[src/rtl/alu_exec_unit_if.sv]
// Issue/result bus between the decode pipeline register, the execute stage
// and the ALU/MEM register.
interface alu_exec_unit_if #(
  parameter int unsigned XLEN   = 32,
  parameter int unsigned OP_W   = 5,
  parameter int unsigned ADDR_W = 5
);
  logic              in_valid;
  logic              flush;
  logic [OP_W-1:0]   op;
  logic [XLEN-1:0]   src1;
  logic [XLEN-1:0]   src2;
  logic [XLEN-1:0]   imm;
  logic              use_imm;
  logic [ADDR_W-1:0] wb_addr_in;
  logic              wen_in;
  logic [XLEN-1:0]   result;
  logic              out_valid;
  logic [ADDR_W-1:0] wb_addr_out;
  logic              wen_out;
  logic              busy;

  modport master (
    output in_valid, flush, op, src1, src2, imm, use_imm, wb_addr_in, wen_in,
    input  result, out_valid, wb_addr_out, wen_out, busy
  );

  modport slave (
    input  in_valid, flush, op, src1, src2, imm, use_imm, wb_addr_in, wen_in,
    output result, out_valid, wb_addr_out, wen_out, busy
  );
endinterface

[src/rtl/alu_exec_unit.sv]
// Execute stage: single-cycle RV32I/RV32M-multiply ALU plus an iterative
// restoring divider that stalls upstream through busy.
module alu_exec_unit #(
  parameter int unsigned XLEN   = 32,
  parameter int unsigned OP_W   = 5,
  parameter int unsigned ADDR_W = 5
) (
  input  logic           clk,
  input  logic           reset,
  alu_exec_unit_if.slave bus
);
  localparam int unsigned SH_W   = $clog2(XLEN);
  localparam int unsigned CNT_W  = $clog2(XLEN);
  localparam int unsigned PROD_W = 2 * XLEN + 2;

  localparam logic [OP_W-1:0] OP_ADD    = OP_W'(0);
  localparam logic [OP_W-1:0] OP_SUB    = OP_W'(1);
  localparam logic [OP_W-1:0] OP_SLL    = OP_W'(2);
  localparam logic [OP_W-1:0] OP_SLT    = OP_W'(3);
  localparam logic [OP_W-1:0] OP_SLTU   = OP_W'(4);
  localparam logic [OP_W-1:0] OP_XOR    = OP_W'(5);
  localparam logic [OP_W-1:0] OP_SRL    = OP_W'(6);
  localparam logic [OP_W-1:0] OP_SRA    = OP_W'(7);
  localparam logic [OP_W-1:0] OP_OR     = OP_W'(8);
  localparam logic [OP_W-1:0] OP_AND    = OP_W'(9);
  localparam logic [OP_W-1:0] OP_MUL    = OP_W'(10);
  localparam logic [OP_W-1:0] OP_MULH   = OP_W'(11);
  localparam logic [OP_W-1:0] OP_MULHSU = OP_W'(12);
  localparam logic [OP_W-1:0] OP_MULHU  = OP_W'(13);
  localparam logic [OP_W-1:0] OP_DIV    = OP_W'(14);
  localparam logic [OP_W-1:0] OP_DIVU   = OP_W'(15);
  localparam logic [OP_W-1:0] OP_REM    = OP_W'(16);
  localparam logic [OP_W-1:0] OP_REMU   = OP_W'(17);

  typedef enum logic [1:0] {
    S_IDLE,
    S_DIV_RUN,
    S_DIV_DONE
  } state_e;

  state_e            state_q;
  logic [XLEN-1:0]   result_q;
  logic              out_valid_q;
  logic [ADDR_W-1:0] wb_addr_q;
  logic              wen_out_q;
  logic              busy_q;
  logic [CNT_W-1:0]  cnt_q;
  logic [XLEN-1:0]   div_quot_q;
  logic [XLEN-1:0]   div_rem_q;
  logic [XLEN-1:0]   div_divisor_q;
  logic              div_q_neg_q;
  logic              div_r_neg_q;
  logic              div_is_rem_q;
  logic [ADDR_W-1:0] div_addr_q;
  logic              div_wen_q;

  logic [XLEN-1:0]   opa;
  logic [XLEN-1:0]   opb;
  logic [SH_W-1:0]   shamt;
  logic              is_div;
  logic              is_sdiv;
  logic              is_rem;
  logic              div_by_zero;
  logic              div_ovf;
  logic              accept;
  logic [XLEN-1:0]   alu_d;
  logic [XLEN-1:0]   opa_abs;
  logic [XLEN-1:0]   opb_abs;

  logic              mul_a_sx;
  logic              mul_b_sx;
  logic signed [PROD_W-1:0] mul_a;
  logic signed [PROD_W-1:0] mul_b;
  logic signed [PROD_W-1:0] prod;
  logic              unused_prod_bits;

  logic [XLEN:0]     div_shift;
  logic [XLEN:0]     div_diff;
  logic              div_ge;
  logic [XLEN-1:0]   div_rem_d;
  logic [XLEN-1:0]   div_quot_d;
  logic [XLEN-1:0]   div_final_d;

  assign opa     = bus.src1;
  assign opb     = bus.use_imm ? bus.imm : bus.src2;
  assign shamt   = opb[SH_W-1:0];
  assign is_div  = (bus.op == OP_DIV) || (bus.op == OP_DIVU) ||
                   (bus.op == OP_REM) || (bus.op == OP_REMU);
  assign is_sdiv = (bus.op == OP_DIV) || (bus.op == OP_REM);
  assign is_rem  = (bus.op == OP_REM) || (bus.op == OP_REMU);
  assign div_by_zero = (opb == '0);
  assign div_ovf = is_sdiv && (opa == {1'b1, {(XLEN-1){1'b0}}}) && (opb == '1);
  assign accept  = bus.in_valid && !bus.flush;
  assign opa_abs = (is_sdiv && opa[XLEN-1]) ? -opa : opa;
  assign opb_abs = (is_sdiv && opb[XLEN-1]) ? -opb : opb;

  // One widened signed multiply serves all four multiply variants.
  assign mul_a_sx = ((bus.op == OP_MULH) || (bus.op == OP_MULHSU)) && opa[XLEN-1];
  assign mul_b_sx = (bus.op == OP_MULH) && opb[XLEN-1];
  assign mul_a    = {{(XLEN+2){mul_a_sx}}, opa};
  assign mul_b    = {{(XLEN+2){mul_b_sx}}, opb};
  assign prod     = mul_a * mul_b;
  assign unused_prod_bits = ^prod[PROD_W-1:2*XLEN];

  always_comb begin
    alu_d = '0;
    case (bus.op)
      OP_ADD:    alu_d = opa + opb;
      OP_SUB:    alu_d = opa - opb;
      OP_SLL:    alu_d = opa << shamt;
      OP_SLT:    alu_d = XLEN'($signed(opa) < $signed(opb));
      OP_SLTU:   alu_d = XLEN'(opa < opb);
      OP_XOR:    alu_d = opa ^ opb;
      OP_SRL:    alu_d = opa >> shamt;
      OP_SRA:    alu_d = XLEN'($signed(opa) >>> shamt);
      OP_OR:     alu_d = opa | opb;
      OP_AND:    alu_d = opa & opb;
      OP_MUL:    alu_d = prod[XLEN-1:0];
      OP_MULH,
      OP_MULHSU,
      OP_MULHU:  alu_d = prod[2*XLEN-1:XLEN];
      // Only the single-cycle divide corners reach the result mux.
      OP_DIV,
      OP_DIVU:   alu_d = div_by_zero ? '1 : opa;
      OP_REM,
      OP_REMU:   alu_d = div_by_zero ? opa : '0;
      default:   alu_d = '0;
    endcase
  end

  // Restoring divide step: shift in the next dividend bit, subtract if it fits.
  assign div_shift  = {div_rem_q, div_quot_q[XLEN-1]};
  assign div_diff   = div_shift - {1'b0, div_divisor_q};
  assign div_ge     = !div_diff[XLEN];
  assign div_rem_d  = div_ge ? div_diff[XLEN-1:0] : div_shift[XLEN-1:0];
  assign div_quot_d = {div_quot_q[XLEN-2:0], div_ge};
  assign div_final_d = div_is_rem_q ? (div_r_neg_q ? -div_rem_q  : div_rem_q)
                                    : (div_q_neg_q ? -div_quot_q : div_quot_q);

  always_ff @(posedge clk) begin
    if (reset) begin
      state_q       <= S_IDLE;
      result_q      <= '0;
      out_valid_q   <= 1'b0;
      wb_addr_q     <= '0;
      wen_out_q     <= 1'b0;
      busy_q        <= 1'b0;
      cnt_q         <= '0;
      div_quot_q    <= '0;
      div_rem_q     <= '0;
      div_divisor_q <= '0;
      div_q_neg_q   <= 1'b0;
      div_r_neg_q   <= 1'b0;
      div_is_rem_q  <= 1'b0;
      div_addr_q    <= '0;
      div_wen_q     <= 1'b0;
    end else begin
      out_valid_q <= 1'b0;
      wen_out_q   <= 1'b0;
      case (state_q)
        S_IDLE: begin
          if (accept) begin
            if (!is_div || div_by_zero || div_ovf) begin
              result_q    <= alu_d;
              out_valid_q <= 1'b1;
              wb_addr_q   <= bus.wb_addr_in;
              wen_out_q   <= bus.wen_in;
            end else begin
              state_q       <= S_DIV_RUN;
              busy_q        <= 1'b1;
              cnt_q         <= '0;
              div_quot_q    <= opa_abs;
              div_rem_q     <= '0;
              div_divisor_q <= opb_abs;
              div_q_neg_q   <= is_sdiv && (opa[XLEN-1] ^ opb[XLEN-1]);
              div_r_neg_q   <= is_sdiv && opa[XLEN-1];
              div_is_rem_q  <= is_rem;
              div_addr_q    <= bus.wb_addr_in;
              div_wen_q     <= bus.wen_in;
            end
          end
        end
        S_DIV_RUN: begin
          if (bus.flush) begin
            state_q <= S_IDLE;
            busy_q  <= 1'b0;
            cnt_q   <= '0;
          end else begin
            div_rem_q  <= div_rem_d;
            div_quot_q <= div_quot_d;
            cnt_q      <= cnt_q + CNT_W'(1);
            if (cnt_q == CNT_W'(XLEN - 1)) begin
              state_q <= S_DIV_DONE;
            end
          end
        end
        S_DIV_DONE: begin
          state_q <= S_IDLE;
          busy_q  <= 1'b0;
          cnt_q   <= '0;
          if (!bus.flush) begin
            result_q    <= div_final_d;
            out_valid_q <= 1'b1;
            wb_addr_q   <= div_addr_q;
            wen_out_q   <= div_wen_q;
          end
        end
        default: begin
          state_q <= S_IDLE;
          busy_q  <= 1'b0;
        end
      endcase
    end
  end

  assign bus.result      = result_q;
  assign bus.out_valid   = out_valid_q;
  assign bus.wb_addr_out = wb_addr_q;
  assign bus.wen_out     = wen_out_q;
  assign bus.busy        = busy_q;
endmodule

[src/flat_wrapper.sv]
// flat-port wrapper written by rule: the top's interface ports become plain ports
module alu_exec_unit_flat 
#(
  parameter int unsigned XLEN   = 32,
  parameter int unsigned OP_W   = 5,
  parameter int unsigned ADDR_W = 5
)
  (clk, reset, bus_in_valid, bus_flush, bus_op, bus_src1, bus_src2, bus_imm, bus_use_imm, bus_wb_addr_in, bus_wen_in, bus_result, bus_out_valid, bus_wb_addr_out, bus_wen_out, bus_busy);
  alu_exec_unit_if #(.XLEN(XLEN), .OP_W(OP_W), .ADDR_W(ADDR_W)) bus_i ();
  input  logic clk;
  input  logic reset;
  input wire logic [$bits(bus_i.in_valid)-1:0] bus_in_valid;
  input wire logic [$bits(bus_i.flush)-1:0] bus_flush;
  input wire logic [$bits(bus_i.op)-1:0] bus_op;
  input wire logic [$bits(bus_i.src1)-1:0] bus_src1;
  input wire logic [$bits(bus_i.src2)-1:0] bus_src2;
  input wire logic [$bits(bus_i.imm)-1:0] bus_imm;
  input wire logic [$bits(bus_i.use_imm)-1:0] bus_use_imm;
  input wire logic [$bits(bus_i.wb_addr_in)-1:0] bus_wb_addr_in;
  input wire logic [$bits(bus_i.wen_in)-1:0] bus_wen_in;
  output wire logic [$bits(bus_i.result)-1:0] bus_result;
  output wire logic [$bits(bus_i.out_valid)-1:0] bus_out_valid;
  output wire logic [$bits(bus_i.wb_addr_out)-1:0] bus_wb_addr_out;
  output wire logic [$bits(bus_i.wen_out)-1:0] bus_wen_out;
  output wire logic [$bits(bus_i.busy)-1:0] bus_busy;
  assign bus_i.in_valid = bus_in_valid;
  assign bus_i.flush = bus_flush;
  assign bus_i.op = bus_op;
  assign bus_i.src1 = bus_src1;
  assign bus_i.src2 = bus_src2;
  assign bus_i.imm = bus_imm;
  assign bus_i.use_imm = bus_use_imm;
  assign bus_i.wb_addr_in = bus_wb_addr_in;
  assign bus_i.wen_in = bus_wen_in;
  assign bus_result = bus_i.result;
  assign bus_out_valid = bus_i.out_valid;
  assign bus_wb_addr_out = bus_i.wb_addr_out;
  assign bus_wen_out = bus_i.wen_out;
  assign bus_busy = bus_i.busy;
  alu_exec_unit #(.XLEN(XLEN), .OP_W(OP_W), .ADDR_W(ADDR_W)) u_core (.clk(clk), .reset(reset), .bus(bus_i));
endmodule
[config.mk]
export PLATFORM = sky130hd
export DESIGN_NAME = alu_exec_unit_flat
export DESIGN_NICKNAME = d
export VERILOG_FILES = /design/src/rtl/alu_exec_unit_if.sv /design/src/rtl/alu_exec_unit.sv /design/src/flat_wrapper.sv
export SDC_FILE = /design/constraint.sdc
export NUM_CORES = 2
export LEC_CHECK = 0
export ABC_AREA = 1
export BUFFER_PORTS_ARGS = -buffer_cell sky130_fd_sc_hd__buf_2
export CORE_MARGIN = 4
export CORE_UTILIZATION = 35
export DETAILED_ROUTE_END_ITERATION = 7
export HOLD_SLACK_MARGIN = 0.12
export PLACE_DENSITY_LB_ADDON = 0.15
export SETUP_SLACK_MARGIN = 0.05
export SLEW_MARGIN = 20
export SYNTH_ARGS = -nofsm -noshare
export SYNTH_HDL_FRONTEND = slang
export SYNTH_SLANG_ARGS = --single-unit
[constraint.sdc]
create_clock -name clk -period 9.2 [get_ports clk]
set_clock_uncertainty 0.1 [all_clocks]
set_input_delay 1.84 -clock clk [delete_from_list [all_inputs] [get_ports clk]]
set_output_delay 1.84 -clock clk [all_outputs]
set_load 0.005 [all_outputs]
== Word-level counts from Yosys, hierarchy flattened ==
Index checks and enable logic that the tools add are counted.

* $add $sub $neg: 8
* Multiply operators: 1
* Div/mod/pow operators: 0
* Order comparisons: 2
* Equality and inequality tests: 29
* Shift-type cells: 3
* Muxes and demuxes: 47
* Bitwise logic cells: 5
* Reductions and logical operators: 34

{| class="wikitable"
|+ Operator list
! cell !! number
|-
| $mux W32 || 18
|-
| $pmux W32 S14 || 1
|-
| $pmux W32 S2 || 3
|-
| $neg A32 Y32 || 4
|-
| $eq A32 B32 Y1 const B || 2
|-
| $lt A32 B32 Y1 || 2
|-
| $mul A33 B33 Y64 || 1
|-
| $eq A5 B4 Y1 const B || 8
|-
| $sub A33 B32 Y33 || 1
|-
| $add A32 B32 Y32 || 1
|-
| $and A32 B32 Y32 || 1
|-
| $logic_not A32 Y1 || 1
|-
| $or A32 B32 Y32 || 1
|-
| $shl A32 B5 Y32 || 1
|-
| $shr A32 B5 Y32 || 1
|-
| $sshr A32 B5 Y32 || 1
|-
| $sub A32 B32 Y32 || 1
|-
| $xor A32 B32 Y32 || 1
|-
| $mux W5 || 6
|-
| $eq A5 B3 Y1 const B || 4
|-
| $eq A5 B5 Y1 const B || 3
|-
| $pmux W5 S3 || 1
|-
| $reduce_and A3 Y1 || 4
|-
| $eq A5 B2 Y1 const B || 2
|-
| other kinds (24) || 60
|}

* Register bits after elaboration: 152
* Bits in latches: 0
* Memory bits (writable): 0
* Memory bits (read-only): 0
* Input port bits: 112
* Output and inout bits: 40
* Logic and storage cells: 144
* Memories kept: 0

== Depth between registers and ports, before layout ==
* Depth in word-level cells: 10
* Depth in mapped cells: 43
* Gate-level depth less buffers: 39

== Worst setup path after synthesis ==
No wires, ideal clock.

* Path kind: input -> register
* Start point: input bus_use_imm
* End point: register u_core.result_q[25], in the netlist u_core.bus.result[25]
* Library setup time: 0.122 ns
* Data arrival time: 9.583 ns
* Required time: 8.978 ns
* Setup slack: -0.605 ns
* Stages on the path: 38
* Buffers on the path: 3
* Cells stage by stage: buf_6 -> inv_6 -> buf_6 -> nand2_2 -> nand2_2 -> inv_2 -> nor2_1 -> inv_1 -> clkbuf_1 -> nor2_1 -> inv_1 -> fa_1 -> fa_1 -> inv_1 -> fa_1 -> inv_1 -> fa_1 -> inv_1 -> (+2 left out) -> inv_1 -> fa_1 -> fa_1 -> inv_1 -> ha_1 -> nand2_1 -> nor2_1 -> inv_1 -> nor2_1 -> nand2_1 -> nor4_1 -> nand2_1 -> nand2_1 -> nand2_1 -> nand3_1 -> nand4_1 -> o21ai_0 -> a21oi_1

* Word-level cells in the longest chain between the ends: 7
* Elaborated cells between the ends (all ways): 24
* Those cells by class: add/sub (2); mul (1); eq/ne (2); shift (3); mux (7); bitwise (3); reduce/logical (6)

{| class="wikitable"
|+ Ends and longest elaborated chain
! item !! RTL line !! text
|-
| from (decl) || flat_wrapper.sv:18 || <nowiki>input wire logic [$bits(bus_i.use_imm)-1:0] bus_use_imm;</nowiki>
|-
| $mux W32 * || alu_exec_unit.sv:85 || <nowiki>assign opb = bus.use_imm ? bus.imm : bus.src2;</nowiki>
|-
| $logic_and A1 B1 Y1 / $logic_not A32 Y1 (equally long branches) || alu_exec_unit.sv:99, alu_exec_unit.sv:91 ||
|-
| $mul A33 B33 Y64 (tied with other cells) || alu_exec_unit.sv:102 || <nowiki>assign prod = mul_a * mul_b;</nowiki>
|-
| $pmux W32 S14 || alu_exec_unit.sv:107 || <nowiki>case (bus.op)</nowiki>
|-
| $mux W32 || alu_exec_unit.sv:163 || <nowiki>if (!is_div || div_by_zero || div_ovf) begin</nowiki>
|-
| $mux W32 || alu_exec_unit.sv:162 || <nowiki>if (accept) begin</nowiki>
|-
| $pmux W32 S2 || alu_exec_unit.sv:160 || <nowiki>case (state_q)</nowiki>
|-
| to (signal assigned) || alu_exec_unit.sv:164 || <nowiki>result_q <= alu_d;</nowiki>
|-
| to (signal assigned) || alu_exec_unit.sv:202 || <nowiki>result_q <= div_final_d;</nowiki>
|-
| to (decl) || alu_exec_unit.sv:42 || <nowiki>logic [XLEN-1:0] result_q;</nowiki>
|}

Mark *: on every way between the ends. The rest lies on a longest branch, timed or not. The select of a mux whose other input is x is not followed.
A chain may end at the register's enable or synchronous reset.

== Worst setup path after layout ==
* Start point: input bus_use_imm
* End point: register u_core.result_q[1], in the netlist u_core.bus.result[1]

Same word-level chain as after synthesis.

==> qor.yml <==
run_status:
  status: "complete, but fails checks"
  violations: "setup timing"
synth:
  synth_area_leaders: "fa_1 36%, nand2_1 14%, inv_1 11%, ha_1 7.0%, nor2_1 5.3%"
  ys_ff_latch: 152
  synth_area_um2: 62200
  synth_top_area_share_pct: 36.3
  syn_nets: 10700
  synthFlopType: "dfxtp_1"
  post_synth.cell_area_avg_um2: 6.79
  syn_inst: 9152
  yosys.cell_count.top_type: "nand2_1"
  ys_seq_area_share_pct: 4.90
  async_reset_ff_share_pct: 0
  synth_warnings: 0
  synth_edf_count: 0
  synth_cell_types: 62
  yosys-top-cells-count: "2249 x nand2_1, 1884 x inv_1, 1128 x fa_1, 872 x nor2_1, 582 x nand3_1"
  synth_top_area_cell: "fa_1"
die:
  die_area_um2: 184000
  start_util_pct: 35.3
  die_y_um: 429
  die_x_um: 429
  num_rows: 154
  core_um2: 176000
  top_level_ports: 152
sta:
  holdWs_ns: 0.353
  timing.final.ws_setup_ns: -0.285
  relSlewSlack_pct: 16.9
  rsz0062_at_grt: "yes"
  worstMarginPinSlew_ns: 1.23
  period_share_pct: 103
  setup_tns_ns: -5.49
  maxSlewViolCount: 0
  setup_violations: 32
  fmax_mhz: 105
  fin_crit_ns: 9.48
  hold_viol: 0
clocking:
  path_clk_slew_ns: 0.07
  hold_buffers: 0
  clock-sinks: 152
  worstSkewPairLatency_ns: 0.53
  htree_levels: 4
  cts-root-buf: "clkbuf_16"
  cts.path.max_buffers: 2
  cts_buffers: 17
  cts_tree: "built"
worst_setup_path:
  start_kind: "primary input"
  cp-end-kind: "register"
  slowest_stage: "fa_1"
  crit_top_cell: "fa_1"
  criticalPathCategory: "primary input to register"
  max_stage_delay_ns: 0.56
  arrival_ns: 9.79
  path_max_fanout: 8
  worstPathRequired_ns: 9.50
route:
  drt_wl_total_um: 381000
  met1_length_um: 149000
  detail_route.wl_per_cell_um: 30.5
  met3_length_um: 37700
  highest_layer: "met5"
  route.detailed.drc: 0
  routed-via-count: 67900
  viasPerCell: 5.44
  dr.pass1.iters: 7
  drtAntennaViolNets: 0
  met2_length_um: 163000
  drt_iter0_drc: 7593
final_layout:
  post-route-util_pct: 44.9
  syn2layout_area_growth_pct: 27.2
  final_nets: 11700
  drive_gt1_share_pct: 20.7
placement:
  place.detailed.hpwl_um: 322000
  place_congestion: 1.08
  dp_slack_ns: -1.86
  port_buffers: 151
global_route:
  grt_use_total_pct: 40.8
  antenna_found_initial: 30
  grt_overflow: 0
  grt_pass1_wl_um: 528000
  grt_start_max_net_pins: 58
  grt_pass1_vias: 68000
worst_hold_path:
  hp-class: "register to register"
job:
  drv_cap: 0
layout make-up:
| cell class | count | area (um^2) |
|---|---|---|
| sequential | 152 | 3040 |
| clock buffer | 18 | 439 |
| fill | 18500 | 97200 |
| tap | 2340 | 2930 |
| multi-input combinational | 6654 | 52900 |
| inverter | 1924 | 7390 |
| timing repair buffer | 1361 | 12200 |
| antenna | 14 | 35.0 |
| clock inverter | 14 | 136 |
flip-flops by register name, summed over array words and instances (netlist names):
register and cells:
u_core.bus.wen_out 1, u_core.state_q 2, u_core.bus.out_valid 1, u_core.div_q_neg_q 1, u_core.cnt_q 5, u_core.div_divisor_q 32, u_core.div_is_rem_q 1, u_core.div_r_neg_q 1
u_core.bus.busy 1, u_core.div_wen_q 1, u_core.div_addr_q 5, u_core.div_quot_q 32, u_core.div_rem_q 32, u_core.bus.wb_addr_out 5, u_core.bus.result 32
final timing paths:
path,slack (ns),end,startpoint,depth (start not counted)
worst min-delay path,0.35,u_core.div_addr_q[1],u_core.div_addr_q[1],2
worst max-delay path,-0.28,u_core.bus.result[1],bus_use_imm,37
worst min register to register,0.35,u_core.div_addr_q[1],u_core.div_addr_q[1],2
worst max register to register,5.51,u_core.bus.result[26],u_core.state_q[0],9
cell usage in the layout, fill, tap and decap left out, types with 58 or more instances in the layout:
master	instances
dfxtp_1	152
fa_1	1072
xor2_1	58
inv_1	1794
o21ai_1	83
buf_2	146
a21oi_1	398
o21ai_0	383
nand3_1	528
ha_1	292
buf_4	989
nand4_1	87
buf_6	62
buf_12	140
nand2_1	2101
nand2_2	120
inv_2	79
nor2_1	780
through the flow:
stage / area [um^2] / cells
2_1_floorplan: 62500 / 9152
3_3_place_gp: 73500 / 12200
3_5_place_dp: 73500 / 12200
4_1_cts: 77400 / 12400
5_1_grt: 79100 / 12500
6_report: 79100 / 12500
cell families after synthesis:
group / count (synthesis) / synth area share (%)
AOI/OAI and AO/OA: 1123 / 9.81
DFF: 152 / 4.90
adders and majority gates: 1476 / 43.3
xor gates and xnor gates: 79 / 1.11
buffers and inverters: 2347 / 14.5
and+or+nand+nor: 3974 / 26.3
muxes: 1 / 0.0161
layer usage:
layer  vias to the layer above  GRT usage [%]
li1                      29700              -
met1                     33800           51.4
met2                      3490           61.5
met3                       904           11.0
met4                        26           26.4
met5                         -          0.937
repair_timing:
item                       in CTS  in global routing
gates resized for setup       529                341
gates cloned                   10                  3
hold endpoints to repair        0                  0
pin swaps                     165                179
setup endpoints to repair      32                137
setup buffers                 123                 55
critical path, delay by kind of cell:
family	cells	cell delay, ns
AND/OR/NAND/NOR	10	1.59
buffers and inverters	14	1.73
adder cells (fa/ha/maj)	10	4.31
AO/OA/AOI/OAI	3	0.25
Power is left out: the tool's default activity adds up to more than one toggle a clock period on the data nets, which glitch-free logic cannot reach.
